`src/rtl/kfpcjr_bus_pkg.sv`:
```
// rtl/kfpcjr_bus_pkg.sv - shared 8088 bus types and strobe decode
package kfpcjr_bus_pkg;

  typedef enum logic [1:0] {
    IDLE = 2'd0,
    WAIT = 2'd1,
    ACK  = 2'd2,
    HOLD = 2'd3
  } ready_gen_state_t;

  // Any active-low bus strobe asserted means a bus cycle is in progress.
  function automatic logic bus_strobe_active(
    input logic ior_n,
    input logic iow_n,
    input logic memr_n,
    input logic memw_n
  );
    return ~ior_n | ~iow_n | ~memr_n | ~memw_n;
  endfunction

endpackage

```
`src/rtl/ext_ready_generator.sv`:
```
// rtl/ext_ready_generator.sv - peripheral-side wait-state generator driving EXT_READY
module ext_ready_generator
  import kfpcjr_bus_pkg::*;
#(
  parameter int WAIT_WIDTH = 4,
  parameter int TIMEOUT    = 64
) (
  input  logic                  clock,
  input  logic                  reset_n,
  input  logic                  cpu_clock_posedge,
  input  logic                  cpu_clock_negedge,
  input  logic                  IOR_N,
  input  logic                  IOW_N,
  input  logic                  MEMR_N,
  input  logic                  MEMW_N,
  input  logic                  device_select,
  input  logic [WAIT_WIDTH-1:0] wait_count,
  input  logic                  use_ack,
  input  logic                  device_ack,
  output logic                  EXT_READY,
  output logic                  timeout_pulse,
  output logic                  busy
);

  localparam int TMO_W = (TIMEOUT > 1) ? $clog2(TIMEOUT) : 1;
  localparam logic [TMO_W-1:0] TMO_LAST = TMO_W'(TIMEOUT - 1);
  localparam logic [TMO_W-1:0] TMO_MAX  = {TMO_W{1'b1}};

  ready_gen_state_t state, next_state;

  logic [WAIT_WIDTH-1:0] cnt, cnt_d;
  logic [TMO_W-1:0]      tmo, tmo_d;
  logic                  ready_d;
  logic                  pulse_d;
  logic                  strobe;
  logic                  start;
  logic                  ack_wait;
  logic                  abort;
  logic                  cnt_last;

  assign strobe   = bus_strobe_active(IOR_N, IOW_N, MEMR_N, MEMW_N);
  assign start    = strobe & device_select;
  assign ack_wait = use_ack & ~device_ack;
  assign cnt_last = (cnt <= WAIT_WIDTH'(1));
  // Strobe loss while stalling the CPU must release ready without waiting for a CPU edge.
  assign abort    = ~strobe & ((state == WAIT) | (state == ACK));

  always_ff @(posedge clock or negedge reset_n) begin
    if (!reset_n) begin
      state <= IDLE;
    end else begin
      state <= next_state;
    end
  end

  always_comb begin
    next_state = state;
    if (abort) begin
      next_state = IDLE;
    end else if (cpu_clock_negedge) begin
      case (state)
        IDLE: begin
          if (start) begin
            if (wait_count != '0) next_state = WAIT;
            else if (ack_wait)    next_state = ACK;
            else                  next_state = HOLD;
          end
        end
        WAIT: begin
          if (cnt_last) next_state = ack_wait ? ACK : HOLD;
        end
        ACK: begin
          if (device_ack || (tmo == TMO_LAST)) next_state = HOLD;
        end
        HOLD: begin
          if (!strobe) next_state = IDLE;
        end
        default: next_state = IDLE;
      endcase
    end
  end

  always_comb begin
    cnt_d   = cnt;
    tmo_d   = tmo;
    ready_d = EXT_READY;
    pulse_d = 1'b0;
    if (abort) begin
      ready_d = 1'b1;
    end else if (cpu_clock_negedge) begin
      case (state)
        IDLE: begin
          if (start) begin
            cnt_d   = wait_count;
            tmo_d   = '0;
            ready_d = !((wait_count != '0) || ack_wait);
          end
        end
        WAIT: begin
          if (cnt != '0) cnt_d = cnt - WAIT_WIDTH'(1);
          if (cnt_last) ready_d = !ack_wait;
        end
        ACK: begin
          if (tmo != TMO_MAX) tmo_d = tmo + TMO_W'(1);
          if (device_ack) begin
            ready_d = 1'b1;
          end else if (tmo == TMO_LAST) begin
            ready_d = 1'b1;
            pulse_d = 1'b1;
          end
        end
        HOLD: begin
          ready_d = 1'b1;
        end
        default: ready_d = 1'b1;
      endcase
    end
  end

  always_ff @(posedge clock or negedge reset_n) begin
    if (!reset_n) begin
      cnt           <= '0;
      tmo           <= '0;
      EXT_READY     <= 1'b1;
      timeout_pulse <= 1'b0;
    end else begin
      cnt           <= cnt_d;
      tmo           <= tmo_d;
      EXT_READY     <= ready_d;
      timeout_pulse <= pulse_d;
    end
  end

  assign busy = (state != IDLE);

  logic unused_ok;
  assign unused_ok = cpu_clock_posedge;

endmodule
```
`config.mk`:
```
export PLATFORM = sky130hd
export DESIGN_NAME = ext_ready_generator
export DESIGN_NICKNAME = d
export VERILOG_FILES = /design/src/rtl/kfpcjr_bus_pkg.sv /design/src/rtl/ext_ready_generator.sv
export SDC_FILE = /design/constraint.sdc
export NUM_CORES = 1
export LEC_CHECK = 0
export BUFFER_PORTS_ARGS = -buffer_cell sky130_fd_sc_hd__clkbuf_2
export CORE_MARGIN = 5
export CORE_UTILIZATION = 50
export DETAILED_ROUTE_END_ITERATION = 8
export PLACE_DENSITY = 0.82
export SLEW_MARGIN = 10
export SYNTH_ARGS = -nofsm -noshare
export SYNTH_HDL_FRONTEND = slang
export SYNTH_SLANG_ARGS = --single-unit
export TNS_END_PERCENT = 1
```
`constraint.sdc`:
```
create_clock -name clock -period 1.75 [get_ports clock]
set_input_delay 0.35 -clock clock [delete_from_list [all_inputs] [get_ports clock]]
set_output_delay 0.35 -clock clock [all_outputs]
set_load 0.1 [all_outputs]
```
==> results of run 1 <==
per-layer routing:
metal / share of wire / wire, um / global-route usage / up-vias
met5: 0 / 0 / 0 / -
li1: - / - / - / 549
met2: 0.54 / 1582 / 0.3540 / 33
met4: 0.0085 / 25 / 0.01987 / 0
met1: 0.41 / 1211 / 0.2247 / 545
met3: 0.042 / 123 / 0.04751 / 4
cell type report:
type | instances | area [um2]
Multi-Input combinational cell | 99 | 767.0
Inverter | 10 | 50.05
Clock buffer | 4 | 36.28
Timing Repair Buffer | 38 | 270.3
Fill cell | 181 | 659.4
Sequential cell | 14 | 351.6
Tap cell | 28 | 35.03
stage by stage:
step / hold WS (ns) / TNS (ns) / power (uW)
after floorplan: 0.05441 / -0.4427 / 1611
after global placement: 0.2793 / -0.3977 / 2063
after detailed placement: 0.2823 / -0.7387 / 2146
after CTS: 0.2613 / -0.4279 / 2475
after global routing: 0.2707 / -0.9295 / 2738
final: 0.2696 / -0.4824 / 2554
kinds of logic after synthesis:
kind of cell | count (synthesis) | synth area share
simple gates | 50 | 0.2517
compound gates | 35 | 0.2370
flops | 14 | 0.3172
buf+inv | 12 | 0.04739
fa+ha+maj | 9 | 0.1016
mux | 5 | 0.04515
state kept, by name, indices dropped and copies added, names as in the netlist:
register and count:
EXT_READY 1, tmo 6, cnt 4, timeout_pulse 1
state 2
synthesized netlist by cell type (3+ instances only):
cell and count:
nand2_1 8, o21ai_0 4, nand3b_1 3, nor2_1 7
dfrtp_1 13, a21oi_1 8, ha_1 9, nor3_1 4
mux2i_1 5, inv_1 9, and3_1 3, o2111ai_1 3
nand3_1 7, nor2b_1 3
placed cells by master (no fill, tap or decap), drive strengths merged, types with 2 or more instances in the layout:
cell type,synthesis,layout
buf,1,22
clkbuf,1,19
dfrtp,13,13
inv,10,10
ha,9,9
nand2,8,8
a21oi,8,8
nand3,7,7
nor2,7,7
mux2i,5,5
nor3,4,4
o21ai,4,4
nor2b,3,3
and3,3,3
nand3b,3,3
o2111ai,3,3
a31oi,3,3
or2,2,2
a22oi,2,2
nand2b,2,2
nand4,2,2
o221a,2,2
or3,2,2
o21a,2,2
a211oi,2,2
path summary, 6_finish.rpt:
kind                                 start       endpoint  slack (ns)  depth (start not counted)
min in group asynchronous          reset_n       state[0]        0.48                          2
worst max register to register    state[0]         cnt[3]       -0.13                          5
max in group asynchronous          reset_n      EXT_READY        0.94                          2
worst min-delay path            device_ack  timeout_pulse        0.27                          2
worst min register to register      tmo[3]         tmo[3]        0.56                          1
worst max-delay path              state[0]         cnt[3]       -0.13                          5
power by group:
group | switching, uW | total (uW) | internal [uW]
combinational | 937 | 1760 | 819
clock | 118 | 245 | 127
sequential | 107 | 553 | 447
total | 1160 | 2550 | 1390
timing repair:
action / in CTS / in global routing
gates resized for setup: 6 / 9
setup buffers: 1 / 1
hold buffers: 1 / 0
setup endpoints to repair: 7 / 13
pin swaps: 6 / 5
hold endpoints to repair: 13 / 0
==> flow_summary.yaml, run 1 <==
run_status:
  status: "finished, violations left"
  failed_checks: "setup timing"
flow_run:
  max_cap_viol_count: 0
critical_path:
  crit_path_end_kind: "register"
  cpPeakStageDelay_ns: 0.55
  path_buf_inv: 0
  crit_chain: "ha_2 > or4_4 > a31oi_4 > mux2i_1 > nand3_1"
  critPathKind: "register to register"
  arrival_ns: 2.05
  crit_slowest_cell: "or4_4"
  crit_family: "simple AND/OR/NAND/NOR gates"
  critPathMaxFanout: 5
  cp-start-kind: "register"
  cp.required_ns: 1.92
global_routing:
  gr-total-overflow: 0
  grt_pass1_vias: 1118
  grt_usage: 0.1896
  grt_pass1_wl_um: 4961
  grt_start_max_net_pins: 15
  antenna_found_initial: 0
sta:
  rsz0062_at_grt: "true"
  layout_setup_ws_ns: -0.1309
  finalCritPeriodShare: 1.075
  period_minus_slack_ns: 1.881
  finClkSkew_ns: 0.01701
  worst_slew_pin_slew_ns: 0.5410
  hold_violations: 0
  fmax_mhz: 531.7
  relSlewSlack: 0.6409
  setup_viol: 5
  timing_max_transition_violations_final: 0
logic_synthesis:
  synthCells: 125
  ys.flop_type: "dfrtp_1"
  async_reset_ff_frac: 1.000
  yosysWarnings: 0
  syn_nets: 149
  yosys.area.top_type: "dfrtp_1"
  syn-cell-area_um2: 1109
  synth-seq-area-share: 0.3172
  synthTopCellsByArea: "dfrtp_1 (29%), ha_1 (10%), mux2i_1 (4.5%), a21oi_1 (3.6%), nand3_1 (3.2%)"
  ys_seq_elements: 14
  synthDistinctLibCells: 44
  yosysTopAreaCellShare: 0.2935
  synth_area_per_cell_um2: 8.869
  synth_edf_count: 0
clock_network:
  htreeDepth: 1
  clock_path_buffers: 2
  cts.sink_count: 14
  cts-root-buf: "clkbuf_4"
  clk_latency_ns: 0.30
  cts_tree: "built"
  numCtsBuffers: 3
  path_clk_slew_ns: 0.10
drt:
  dr.pass1.iters: 4
  post_drt_wl_per_cell_um: 15.24
  avgViaCountPerCell: 5.860
  wl_um: 2942
  vias: 1131
  drtAntennaViolNets: 0
  drc: 0
  initialDrtViolationCount: 44
cells_and_area:
  utilization: 0.6961
  design_area_um2: 1510
  nets: 190
  drive_gt1_frac: 0.4061
  area_growth_pct: 36.23
  layoutNonFillerInstCount: 193
  antennaDiodeCount: 0
die:
  die_w_um: 57.09
  start_util: 0.5110
  die_h_um: 57.09
  coreArea_um2: 2170
  fp-row-count: 17
  design.die.area_um2: 3259
  ios: 18
place:
  hpwlAfterDp_um: 2305
  dp_worst_setup_slack_ns: -0.1488
  io_buffers: 16
  gp_congestion: 0.8931
  placed_area_um2: 1391
  dp.cells: 186
pwr:
  vdd_drop_max_mv: 1.039
  power_density_nw_per_um2: 1691
  cellLeakagePower_uw: 0.0006785
worst_hold_path:
  min_path_type: "input pin to register"
(Power assumes the default switching activity.)
==> inputs of run 2 (changes only) <==
--- a/config.mk
+++ b/config.mk
@@ -7,9 +7,9 @@
 export LEC_CHECK = 0
 export BUFFER_PORTS_ARGS = -buffer_cell sky130_fd_sc_hd__clkbuf_2
 export CORE_MARGIN = 5
-export CORE_UTILIZATION = 50
+export CORE_UTILIZATION = 55
 export DETAILED_ROUTE_END_ITERATION = 8
-export PLACE_DENSITY = 0.82
+export PLACE_DENSITY = 0.85
 export SLEW_MARGIN = 10
 export SYNTH_ARGS = -nofsm -noshare
 export SYNTH_HDL_FRONTEND = slang
==> constraint.sdc (replaced) <==
create_clock -name clock -period 2.1 [get_ports clock]
set_input_delay 0.42 -clock clock [delete_from_list [all_inputs] [get_ports clock]]
set_output_delay 0.42 -clock clock [all_outputs]
set_load 0.1 [all_outputs]
==> run 2 against run 1 <==
  * Highest routed layer unchanged
  * Final area is 13% lower
  * Final cell count is 8.8% lower
  * Combinational power is 36% lower
  * Hold slack worse by 0.24 ns
  * Count of clock-buffer cells in the layout stayed put
  * First-iteration DRC count is 16% lower
  * Sequential share of layout area is 3.3 points higher
  * Clock skew is 0.017 ns lower
  * Largest power group unchanged
  * Critical path depth is 2 higher
  * Wire length is 12% lower
  * Non-clock buffer count is 16 lower
  * The flow now finishes without violations
  * Setup slack better by 0.27 ns
==> flow_summary.yaml, run 2 (synthesis gave the netlist of run 1 again) <==
critical_path:
  rr_startpoint: "state[0]"
  critPathKind: "register to register"
  r2r_setup_slack_ns: 0.14
  cp-start-kind: "register"
  arrival_ns: 2.12
  cp.required_ns: 2.26
  reg2reg_depth: 7
  crit_path_end_kind: "register"
  crit_start: "state[0]"
  critPathMaxFanout: 5
  r2r_end: "cnt[2]"
cells_and_area:
  nets: 174
  final_common_cell: "clkbuf_2"
  top_regs: "tmo: 6 flops, cnt: 4 flops, state: 2 flops"
  area_growth_pct: 19.19
  largest_reg_flops: 6
  top_register: "tmo"
  layoutNonFillerInstCount: 176
  antennaDiodeCount: 0
  drive_gt1_frac: 0.2752
  design_area_um2: 1321
  final_cell_mix: "clkbuf_2 (15), dfrtp_1 (13)"
pwr:
  power_density_nw_per_um2: 1356
  p_switching_uw: 846.0
  cellLeakagePower_uw: 0.0005916
  p_int_uw: 945.6
  p_seq_frac: 0.266
  combPwrFrac: 0.624
  vdd_drop_max_mv: 0.6825
  pwr-share-clk: 0.110
  swShare: 0.4722
clock_network:
  clk_latency_ns: 0.27
  cts.sink_count: 14
  cts-root-buf: "clkbuf_4"
  htreeDepth: 1
  cts_tree: "built"
  clock_path_buffers: 2
  numCtsBuffers: 3
  path_clk_slew_ns: 0.09
drt:
  drc: 0
  vias: 1046
  post_drt_wl_per_cell_um: 14.76
  avgViaCountPerCell: 5.943
  wl_um: 2598
  dr.pass1.iters: 4
  initialDrtViolationCount: 37
  drtAntennaViolNets: 0
place:
  placed_area_um2: 1250
  hpwlAfterDp_um: 2146
  io_buffers: 16
  gp_congestion: 0.9266
  dp.cells: 171
die:
  die_h_um: 54.90
  design.die.area_um2: 3013
  fp-row-count: 16
  ios: 18
  start_util: 0.5709
  die_w_um: 54.90
  coreArea_um2: 1942
global_routing:
  grt_start_max_net_pins: 15
  grt_usage: 0.2095
  grt_pass1_vias: 1071
  grt_pass1_wl_um: 4574
  antenna_found_initial: 0
  gr-total-overflow: 0
sta:
  rsz0062_at_grt: "false"
  finalCritPeriodShare: 0.9348
  hold_violations: 0
  timing_max_transition_violations_final: 0
  tns_ns: 0
  finClkSkew_ns: 0.0002545
  worst_slew_pin_slew_ns: 0.5450
  period_minus_slack_ns: 1.963
  setup_viol: 0
  relSlewSlack: 0.6382
  fmax_mhz: 509.4
worst_hold_path:
  min_path_type: "input pin to asynchronous set/reset pin"
flow_run:
  max_cap_viol_count: 0
run_status:
  status: "finished, final reports clean"
## run 2: changes by cell type in the layout (fill, tap and decap cells not counted), sizes merged
cell,delta
buf,-15
dlygate4sd3,-1
## run 2: metrics by stage
stage,setup WS [ns],hold slack (ns),total power (uW),utilization
6_report,0.1369,0.02829,1792,0.6804
5_1_grt,0.02727,0.05537,1952,0.6804
4_1_cts,0.06524,0.03718,1714,0.6624
3_5_place_dp,0.07817,0.3407,1516,0.6437
3_3_place_gp,0.1389,0.3481,1472,0.6437
2_1_floorplan,0.01326,0.1244,1282,-
## run 2: per-layer routing
metal  global-route usage  routed length (um)  vias to the layer above
met5                    0                   0                        -
met4              0.08097                  18                        0
met3              0.02949                 111                        2
met2               0.3858                1397                       24
met1               0.2417                1070                      504
li1                     -                   -                      516
## run 2: repair_timing
| action | in CTS | in global routing |
|---|---|---|
| endpoints found under the setup margin | 0 | 4 |
| setup buffers | 0 | 1 |
| gates resized for setup | 0 | 6 |
| hold buffers | 0 | 0 |
## run 2: power groups by stage
stage	clock network (uW)	registers [uW]	logic, uW
floorplan	0	529	753
global placement	0	475	997
detailed placement	0	483	1030
CTS	199	476	1040
global route	209	492	1250
finish	197	476	1120
## run 2: cell type report
class                   count  area [um2]
clock buffers               4       36.28
fillers                   169       620.6
inverters                  10       40.04
multi-input cells          99       728.2
flip-flops and latches     14       351.6
well taps                  27       33.78
repair buffers             22       131.4
## run 2: how the worst max path moves through the flow
stage	end	cells past startpoint
6_report	cnt[2]	7
5_1_grt	cnt[3]	7
4_1_cts	cnt[2]	7
3_5_place_dp	cnt[2]	7
3_3_place_gp	state[0]	7
2_1_floorplan	cnt[2]	7
## run 2: worst max-delay path: stages (launching register included)
cell     delay (ns)
dfrtp_1        0.43
inv_2          0.11
ha_4           0.15
inv_4          0.04
or4_4          0.52
a31oi_4        0.28
mux2i_1        0.21
nand3_1        0.10
